<file path="src/rtl/uart_phy_pkg.sv">
// Shared constants and state types for the 8N1 UART PHY.
// Bit timing is expressed in oversample ticks.
package uart_phy_pkg;

  localparam int OVERSAMPLE = 16;
  localparam int SAMPLE_MID = 8;

  localparam logic [3:0] TICK_LAST = 4'(OVERSAMPLE - 1);
  localparam logic [3:0] TICK_MID  = 4'(SAMPLE_MID - 1);

  typedef enum logic [1:0] {
    TX_IDLE,
    TX_START,
    TX_DATA,
    TX_STOP
  } tx_state_e;

  typedef enum logic [2:0] {
    RX_IDLE,
    RX_START,
    RX_DATA,
    RX_STOP,
    RX_WAIT_HIGH
  } rx_state_e;

  function automatic int calc_div(int clk_hz, int baud);
    return clk_hz / (OVERSAMPLE * baud);
  endfunction

endpackage

</file>
<file path="src/rtl/uart_baudgen.sv">
// Free-running oversample tick divider shared by TX and RX.
// tick pulses for one clk each time the counter wraps.
module uart_baudgen #(
  parameter int DIV = 1
) (
  input  logic clk,
  input  logic rst,
  output logic tick
);

  localparam int CW = (DIV > 1) ? $clog2(DIV) : 1;
  localparam logic [CW-1:0] LAST = CW'(DIV - 1);

  if (DIV < 1) begin : g_bad_div
    $fatal(1, "uart_baudgen: DIV must be >= 1");
  end

  logic [CW-1:0] cnt;

  assign tick = (cnt == LAST);

  always_ff @(posedge clk or posedge rst) begin
    if (rst) begin
      cnt <= '0;
    end else if (tick) begin
      cnt <= '0;
    end else begin
      cnt <= cnt + CW'(1);
    end
  end

endmodule

</file>
<file path="src/rtl/uart_phy.sv">
// 8N1 UART transmitter/receiver with a one-entry RX holding register.
// TX and RX run independently off one shared oversample tick.
module uart_phy
  import uart_phy_pkg::*;
#(
  parameter int CLK_HZ = 50_000_000,
  parameter int BAUD   = 115_200
) (
  input  logic       clk,
  input  logic       rst,
  input  logic       in_valid,
  input  logic [7:0] in_data,
  output logic       in_ready,
  output logic       out_valid,
  output logic [7:0] out_data,
  input  logic       out_ready,
  output logic       overrun,
  output logic       txd,
  input  logic       rxd
);

  localparam int DIV = calc_div(CLK_HZ, BAUD);

  logic tick;

  uart_baudgen #(
    .DIV (DIV)
  ) u_baudgen (
    .clk  (clk),
    .rst  (rst),
    .tick (tick)
  );

  tx_state_e  tx_state_q, tx_state_d;
  logic [3:0] tx_cnt_q, tx_cnt_d;
  logic [2:0] tx_bit_q, tx_bit_d;
  logic [7:0] tx_sh_q, tx_sh_d;
  logic       txd_d;

  assign in_ready = (tx_state_q == TX_IDLE);

  always_comb begin
    tx_state_d = tx_state_q;
    tx_cnt_d   = tx_cnt_q;
    tx_bit_d   = tx_bit_q;
    tx_sh_d    = tx_sh_q;
    txd_d      = txd;
    unique case (tx_state_q)
      TX_IDLE: begin
        if (in_valid) begin
          tx_state_d = TX_START;
          tx_sh_d    = in_data;
          tx_cnt_d   = '0;
          tx_bit_d   = '0;
          txd_d      = 1'b0;
        end
      end
      TX_START: begin
        if (tick) begin
          tx_cnt_d = tx_cnt_q + 4'd1;
          if (tx_cnt_q == TICK_LAST) begin
            tx_state_d = TX_DATA;
            txd_d      = tx_sh_q[0];
          end
        end
      end
      TX_DATA: begin
        if (tick) begin
          tx_cnt_d = tx_cnt_q + 4'd1;
          if (tx_cnt_q == TICK_LAST) begin
            if (tx_bit_q == 3'd7) begin
              tx_state_d = TX_STOP;
              txd_d      = 1'b1;
            end else begin
              tx_bit_d = tx_bit_q + 3'd1;
              tx_sh_d  = {1'b0, tx_sh_q[7:1]};
              txd_d    = tx_sh_q[1];
            end
          end
        end
      end
      TX_STOP: begin
        if (tick) begin
          tx_cnt_d = tx_cnt_q + 4'd1;
          if (tx_cnt_q == TICK_LAST) begin
            tx_state_d = TX_IDLE;
          end
        end
      end
      default: tx_state_d = TX_IDLE;
    endcase
  end

  always_ff @(posedge clk or posedge rst) begin
    if (rst) begin
      tx_state_q <= TX_IDLE;
      tx_cnt_q   <= '0;
      tx_bit_q   <= '0;
      tx_sh_q    <= '0;
      txd        <= 1'b1;
    end else begin
      tx_state_q <= tx_state_d;
      tx_cnt_q   <= tx_cnt_d;
      tx_bit_q   <= tx_bit_d;
      tx_sh_q    <= tx_sh_d;
      txd        <= txd_d;
    end
  end

  // rxd is asynchronous; only rxs feeds RX decisions
  logic rx_meta, rxs;

  always_ff @(posedge clk or posedge rst) begin
    if (rst) begin
      rx_meta <= 1'b1;
      rxs     <= 1'b1;
    end else begin
      rx_meta <= rxd;
      rxs     <= rx_meta;
    end
  end

  rx_state_e  rx_state_q, rx_state_d;
  logic [3:0] rx_cnt_q, rx_cnt_d;
  logic [2:0] rx_bit_q, rx_bit_d;
  logic [7:0] rx_sh_q, rx_sh_d;
  logic       deliver;

  always_comb begin
    rx_state_d = rx_state_q;
    rx_cnt_d   = rx_cnt_q;
    rx_bit_d   = rx_bit_q;
    rx_sh_d    = rx_sh_q;
    deliver    = 1'b0;
    unique case (rx_state_q)
      RX_IDLE: begin
        if (!rxs) begin
          rx_state_d = RX_START;
          rx_cnt_d   = '0;
        end
      end
      RX_START: begin
        if (tick) begin
          rx_cnt_d = rx_cnt_q + 4'd1;
          if (rx_cnt_q == TICK_MID) begin
            rx_cnt_d   = '0;
            rx_bit_d   = '0;
            rx_state_d = rxs ? RX_IDLE : RX_DATA;
          end
        end
      end
      RX_DATA: begin
        if (tick) begin
          rx_cnt_d = rx_cnt_q + 4'd1;
          if (rx_cnt_q == TICK_LAST) begin
            rx_sh_d  = {rxs, rx_sh_q[7:1]};
            rx_bit_d = rx_bit_q + 3'd1;
            if (rx_bit_q == 3'd7) begin
              rx_state_d = RX_STOP;
            end
          end
        end
      end
      RX_STOP: begin
        if (tick) begin
          rx_cnt_d = rx_cnt_q + 4'd1;
          if (rx_cnt_q == TICK_LAST) begin
            deliver    = rxs;
            rx_state_d = rxs ? RX_IDLE : RX_WAIT_HIGH;
          end
        end
      end
      RX_WAIT_HIGH: begin
        if (rxs) begin
          rx_state_d = RX_IDLE;
        end
      end
      default: rx_state_d = RX_IDLE;
    endcase
  end

  always_ff @(posedge clk or posedge rst) begin
    if (rst) begin
      rx_state_q <= RX_IDLE;
      rx_cnt_q   <= '0;
      rx_bit_q   <= '0;
      rx_sh_q    <= '0;
    end else begin
      rx_state_q <= rx_state_d;
      rx_cnt_q   <= rx_cnt_d;
      rx_bit_q   <= rx_bit_d;
      rx_sh_q    <= rx_sh_d;
    end
  end

  logic take;
  assign take = out_valid && out_ready;

  // a byte arriving in the same cycle as a drain replaces the old one
  always_ff @(posedge clk or posedge rst) begin
    if (rst) begin
      out_valid <= 1'b0;
      out_data  <= '0;
      overrun   <= 1'b0;
    end else begin
      if (deliver && (!out_valid || out_ready)) begin
        out_valid <= 1'b1;
        out_data  <= rx_sh_q;
      end else if (take) begin
        out_valid <= 1'b0;
      end
      if (deliver && out_valid && !out_ready) begin
        overrun <= 1'b1;
      end else if (take) begin
        overrun <= 1'b0;
      end
    end
  end

endmodule

</file>
<file path="config.mk">
export PLATFORM = sky130hd
export DESIGN_NAME = uart_phy
export DESIGN_NICKNAME = d
export VERILOG_FILES = /design/src/rtl/uart_phy_pkg.sv /design/src/rtl/uart_baudgen.sv /design/src/rtl/uart_phy.sv
export SDC_FILE = /design/constraint.sdc
export NUM_CORES = 1
export LEC_CHECK = 0
export BUFFER_PORTS_ARGS = -buffer_cell sky130_fd_sc_hd__buf_2
export CORE_MARGIN = 2
export CORE_UTILIZATION = 51
export CTS_CLUSTER_SIZE = 28
export DETAILED_ROUTE_END_ITERATION = 8
export PLACE_DENSITY = 0.7
export SETUP_SLACK_MARGIN = 0.05
export SLEW_MARGIN = 20
export SYNTH_ARGS = -nofsm -noshare
export SYNTH_HDL_FRONTEND = slang
export SYNTH_SLANG_ARGS = --single-unit
</file>
<file path="constraint.sdc">
create_clock -name clk -period 4.1 [get_ports clk]
set_input_delay 0.205 -clock clk [delete_from_list [all_inputs] [get_ports clk]]
set_output_delay 0.205 -clock clk [all_outputs]
set_load 0.005 [all_outputs]
</file>
==> results of run 1 <==
-- cells by family after synthesis --
logic type / share of synthesized area
flops: 0.4953
simple gates: 0.1412
xor+xnor: 0.006525
fa+ha+maj: 0.06058
mux: 0.1570
buf+inv: 0.04287
compound gates: 0.09646
-- worst max-delay path: cells and delay by family (launching register included) --
kind            cells  cell delay [ns]
fa+ha+maj           1             0.51
simple gates        2             0.46
flops               1             0.41
compound gates      1             0.42
buf+inv             1             0.13
mux                 1             0.39
-- layout by cell type, fill, tap and decap left out, types with 2 or more instances in the layout --
cell type / synthesis / final
dfrtp_1: 50 / 50
mux2_2: 33 / 33
buf_2: 2 / 24
nor2_1: 15 / 15
ha_1: 13 / 13
inv_1: 13 / 12
nand2_1: 12 / 12
nand3_1: 10 / 10
o21ai_0: 9 / 9
mux2i_1: 5 / 5
nor3_1: 5 / 5
a21oi_1: 5 / 5
clkbuf_8: 0 / 5
nand2b_1: 4 / 4
nor2b_1: 4 / 4
a31oi_1: 3 / 3
and3_1: 3 / 3
a22o_1: 3 / 3
dfstp_2: 3 / 3
nor3_4: 2 / 2
a211o_1: 2 / 2
o31a_1: 2 / 2
a22oi_1: 2 / 2
o211ai_1: 2 / 2
o22ai_1: 2 / 2
-- cell type report --
cell class | count | area (um^2)
fillers | 454 | 2176
multi-input cells | 156 | 1240
clock inverters | 3 | 25.02
repair buffers | 25 | 130.1
inverters | 13 | 50.05
flip-flops and latches | 53 | 1330
well taps | 70 | 87.58
clock buffers | 5 | 68.82
-- registers in the layout, summed over array words and instances, names as in the netlist --
signal / count
overrun: 1
rx_sh_q: 8
tx_state_q: 2
rxs: 1
txd: 1
out_valid: 1
tx_sh_q: 8
rx_bit_q: 3
rx_cnt_q: 4
tx_bit_q: 3
u_baudgen.cnt: 5
tx_cnt_q: 4
rx_state_q: 3
out_data: 8
rx_meta: 1
-- worst paths after layout --
path / from / endpoint / slack (ns) / depth (start not counted)
hold / removal: rst / out_data[5] / 0.04 / 2
hold reg to reg: rx_meta / rxs / 0.36 / 0
min in group clk: out_ready / overrun / 0.08 / 2
max in group asynchronous: rst / rx_cnt_q[0] / 3.54 / 2
setup / recovery: tx_state_q[0] / tx_sh_q[4] / 1.67 / 6
setup reg to reg: tx_state_q[0] / tx_sh_q[4] / 1.67 / 6
-- stage by stage --
step / utilization / area [um^2] / setup WS [ns] / instances / power [uW]
6_report: 0.5740 / 2932 / 1.669 / 325 / 852.1
5_1_grt: 0.5740 / 2932 / 1.400 / 325 / 886.6
4_1_cts: 0.5737 / 2930 / 1.645 / 325 / 866.8
3_5_place_dp: 0.5534 / 2826 / 1.658 / 316 / 559.0
3_3_place_gp: 0.5534 / 2826 / 1.768 / 316 / 558.6
2_1_floorplan: - / 2685 / 2.222 / 234 / 548.4
-- layer usage --
metal	global-route usage	up-vias	share of wire
li1	-	874	-
met1	0.2178	837	0.47
met2	0.2593	17	0.49
met3	0.03555	7	0.024
met4	0.06545	0	0.016
met5	0	-	0
-- where the power goes --
part | internal, uW | switching, uW | total (uW)
logic | 8.65 | 13.1 | 21.8
clock network | 124 | 180 | 304
registers | 525 | 1.50 | 527
total | 657 | 195 | 852
-- repair_timing --
item,4_1_cts,5_1_grt
buffers inserted,0,0
endpoints found under the hold margin,1,0
hold buffers,1,0
gates resized for setup,0,0
setup endpoints to repair,0,0
==> results.md, run 1 <==
* Tmin final at 2.431 ns
* Max clock buf depth at 2
* # rows at 26
* Post-DP HPWL at about 3100 um
* Drt total wl at around 4400 um
* GR Overflow Total at 0
* Post-synthesis average cell area at between 10 and 15 um^2
* Slowest stage delay, CP at just over 0.5 ns
* Die Area at 5861 um^2
* Mapped Area at 2685 um^2
* DRC at 0
* Synth area leaders: dfrtp_1 47%, mux2_2 14%, ha_1 6.1%, dfstp_2 2.9%, nor2_1 2.1%
* Synth top area share at 0.4660
* Startpoint Class: flop
* Number of synthesized flops with an enable pin at 0
* Clk pin slew, worst setup/hold paths at approximately 0.1 ns
* Critical Path End Type: flop
* Max Transition Viols Final at 0
* CP max FO at 15
* Initial Util at 0.5257
* Worst path slowest cell: ha_1
* Vias at 1735
* Ports at 25
* YS warnings at 0
* Core area at 5107 um^2
* Clock root buffer: clkbuf_8
* Vias in the first global route at approximately 1.7k
* Post-synth cell types at 47
* Ant diodes at 0
* Via/cell ratio at 5.338
* Maximum resistive drop on vdd at about 230 uV
* Area Growth Syn to Fin at 9.180%
* Final ANT Viol Nets at 0
* Clk_skew at approximately 0.0083 ns
* Pwr/cell area at 290.7 nW/um^2
* #FFs+latches synth at 53
* CTS tree: yes
* Required time worst endpoint at 4.30 ns
* Pin count of the biggest net entering global routing at 54
* Drt wl/cell at around 14 um
* Endpoint arrival time on the critical path at 2.63 ns
* Worst Tran Pin Value at 0.8845 ns
* GP Congestion at 0.7038
* Sequential share of the synthesized area at 0.4953
* Fmax at 411.3 MHz
* Status: finished clean
* Cell Chain, Critical Path: inv_1, ha_1, nand2b_1, nor3_4, o21a_1, mux2_2
* Most common cell in the netlist: dfrtp_1
* Asr flop ratio synth at 1.000
* Fin crit share at 0.5930
* Yosys top cell by area: dfrtp_1
* Clock Latency Late Sink at 0.31 ns
* Crit Path Class: reg2reg
* First-pass detailed-route iteration total at 4
* Worst min path class: in2async
* Hold slack at 0.04075 ns
* Setup Viol. Count Final at 0
* Post-route setup TNS at 0 ns
* IO Port Bufs at 24
* RSZ-0062 raised after global routing: no
* Cells after Synth at 234
* First-pass GRT wire length at 7659 um
* Main synth FF type: dfrtp_1
* Max_slew headroom at 0.4096
* Top cells by count, synth: 50 x dfrtp_1, 33 x mux2_2, 15 x nor2_1
* Initial antenna violation count at 0
* H-tree Lvls at 2
* Initial DRC Count at between 100 and 150
* GRT Total Usage at 0.1628
* Chip width at between 70 and 80 um
* Die height at around 77 um
* Final hold violations at 0
* # clock sinks at 53
* LEAKAGE at 0.001397 uW
* Fraction of layout instances using a drive strength above 1 at 0.2902
* Synthesized Nets at 260
* Inserted Clock Buffers at 5
* Nets at 280
* Max cap viols at 0
Power figures use the tool's default switching activity.
==> run 2, diff against run 1 <==
- clock period: 4.1 -> 2.3 ns (I/O delays scaled with it)
==> results.md, run 2 (same netlist as run 1, synthesis figures left out) <==
* DRC at 0 (unchanged)
* Initial antenna violation count at 0 (unchanged)
* Maximum resistive drop on vdd at 432.5 uV (was 230.0 uV)
* Place WS at 0.1503 ns (was 1.658 ns)
* CP top delay family: simple AND/OR/NAND/NOR gates (was adder cells)
* Fin crit share at 0.9006 (was 0.5930)
* GRT Total Usage at 0.1666 (was 0.1628)
* Worst Tran Pin Value at 0.4692 ns (was 0.8845 ns)
* Clock root buffer: clkbuf_8 (unchanged)
* Status: finished clean (unchanged)
* Drt wl/cell at 13.10 um (was 13.53 um)
* Max clock buf depth at 2 (unchanged)
* Largest registers: out_data: 8 flops, rx_sh_q: 8 flops, tx_sh_q: 8 flops (unchanged)
* Setup bufs post-CTS at 0 (unchanged)
* H-tree Lvls at 2 (unchanged)
* RSZ-0062 raised after global routing: no (unchanged)
* Fraction of layout instances using a drive strength above 1 at 0.3158 (was 0.2902)
* CTS tree: yes (unchanged)
* Part of the power in combinational logic at 0.027 (was 0.026)
* Crit Path Class: reg2reg (unchanged)
* CP max FO at 8 (was 15)
* Clk pin slew, worst setup/hold paths at 0.09 ns (was 0.10 ns)
* Max cap viols at 0 (unchanged)
* Hold slack at 0.04068 ns (was 0.04075 ns)
* Worst min path class: in2reg (was in2async)
* Max Transition Viols Final at 0 (unchanged)
* Internal at 1283 uW (was 657.3 uW)
* Clk_skew at 0.009285 ns (was 0.008263 ns)
* Tmin final at 2.071 ns (was 2.431 ns)
* Inserted Clock Buffers at 5 (unchanged)
* # clock sinks at 53 (unchanged)
* Core area at 5107 um^2 (unchanged)
* Cell Chain, Critical Path: inv_1, ha_1, nand4b_4, nor3_4, and4_2, mux2_2 (was inv_1, ha_1, nand2b_1, nor3_4, o21a_1, mux2_2)
* Initial DRC Count at 79 (was 103)
* Sw frac at 0.2017 (was 0.2287)
* Vias in the first global route at 1743 (was 1677)
* Chip width at 76.56 um (unchanged)
* Die height at 76.56 um (unchanged)
* GP Congestion at 0.8155 (was 0.7038)
* First-pass GRT wire length at 7928 um (was 7659 um)
* Vias at 1812 (was 1735)
* Max_slew headroom at 0.6868 (was 0.4096)
* Most frequent cells in the layout: 50 x dfrtp_1, 33 x mux2_2, 24 x buf_2, 15 x nor2_1, 13 x ha_1 (unchanged)
* Flop pwr share at 0.584 (was 0.618)
* Clock power share at 0.388 (was 0.357)
* Slowest stage delay, CP at 0.41 ns (was 0.51 ns)
* Pwr/cell area at 528.8 nW/um^2 (was 290.7 nW/um^2)
* Ports at 25 (unchanged)
* Clock Latency Late Sink at 0.30 ns (was 0.31 ns)
* Pin count of the biggest net entering global routing at 24 (was 54)
* Die Area at 5861 um^2 (unchanged)
* Initial Util at 0.5257 (unchanged)
* Final hold violations at 0 (unchanged)
* Switching power at 324.0 uW (was 194.9 uW)
* Final worst slack at 0.2285 ns (was 1.669 ns)
* Via/cell ratio at 5.393 (was 5.338)
* Most common cell after layout, fill and taps aside: dfrtp_1 (unchanged)
* Endpoint arrival time on the critical path at 2.26 ns (was 2.63 ns)
* Layout fillers at 443 (was 454)
* # rows at 26 (unchanged)
* Area Growth Syn to Fin at 13.14% (was 9.180%)
* Setup Viol. Count Final at 0 (unchanged)
* Post-route setup TNS at 0 ns (unchanged)
* Nets at 291 (was 280)
* Post-DP HPWL at 3184 um (was 3123 um)
* Worst path slowest cell: dfrtp_1 (was ha_1)
* CP bufs+invs at 1 (unchanged)
* Ant diodes at 0 (unchanged)
* GR Overflow Total at 0 (unchanged)
* Critical Path End Type: flop (unchanged)
* IO Port Bufs at 24 (unchanged)
* Fmax at 482.7 MHz (was 411.3 MHz)
* Drt total wl at 4401 um (was 4397 um)
* Required time worst endpoint at 2.49 ns (was 4.30 ns)
* Startpoint Class: flop (unchanged)
* Final ANT Viol Nets at 0 (unchanged)
* LEAKAGE at 0.001461 uW (was 0.001397 uW)
* First-pass detailed-route iteration total at 4 (unchanged)
run 2: cell types whose count changed in the layout (fill, tap and decap cells not counted):
cell | before | now
inv_6 | 1 | 0
clkinvlp_4 | 1 | 0
bufinv_16 | 0 | 1
clkinv_2 | 1 | 0
and3_2 | 0 | 1
clkbuf_1 | 0 | 1
and4_1 | 1 | 0
and4_2 | 0 | 1
dlygate4sd3_1 | 1 | 3
inv_2 | 0 | 1
buf_4 | 0 | 9
and3_1 | 3 | 2
run 2: path summary, 6_finish.rpt:
check / start / to / slack, ns / cells past startpoint
setup / recovery: u_baudgen.cnt[0] / out_data[4] / 0.23 / 6
hold / removal: in_data[7] / tx_sh_q[7] / 0.04 / 3
setup reg to reg: u_baudgen.cnt[0] / out_data[4] / 0.23 / 6
hold reg to reg: rx_meta / rxs / 0.36 / 0
max in group asynchronous: rst / txd / 1.27 / 4
min in group asynchronous: rst / out_data[6] / 0.37 / 3
run 2: final cells by class:
cell class | count | area (um^2) | area share
multi-input cells | 156 | 1242 | 0.4090
inverters | 13 | 48.80 | 0.01606
well taps | 70 | 87.58 | 0.02883
clock inverters | 2 | 38.79 | 0.01277
flip-flops and latches | 53 | 1330 | 0.4378
clock buffers | 6 | 72.57 | 0.02389
repair buffers | 36 | 217.7 | 0.07166
run 2: per-stage QoR:
stage | total power [uW] | utilization | cells | cell area [um^2]
6_report | 1607 | 0.5948 | 336 | 3038
5_1_grt | 1677 | 0.5948 | 336 | 3038
2_1_floorplan | 977.6 | - | 234 | 2685
4_1_cts | 1636 | 0.5943 | 336 | 3035
3_3_place_gp | 998.9 | 0.5666 | 325 | 2894
3_5_place_dp | 999.5 | 0.5666 | 325 | 2894
run 2: power by group through the flow:
stage / clock, uW / combinational [uW] / sequential, uW
global placement: 0 / 42.1 / 957
finish: 624 / 44.1 / 939
detailed placement: 0 / 42.3 / 957
floorplan: 0 / 21.3 / 956
CTS: 650 / 46.3 / 939
global route: 686 / 51.6 / 940
run 2: routing by layer:
| metal | vias up | routed length [um] | track usage |
|---|---|---|---|
| li1 | 885 | - | - |
| met1 | 898 | 2107 | 0.2268 |
| met2 | 27 | 2144 | 0.2602 |
| met3 | 2 | 122 | 0.04028 |
| met4 | 0 | 27 | 0.06182 |
| met5 | - | 0 | 0 |
run 2: tightest hold or removal path: stages:
cell and delay (ns):
buf_2 0.08, nand3_1 0.05, o21ai_0 0.07
run 2: what timing repair did:
| action | CTS | global route |
|---|---|---|
| hold buffers | 3 | 0 |
| resized for setup | 0 | 2 |
| endpoints found under the setup margin | 0 | 16 |
| endpoints found under the hold margin | 23 | 0 |
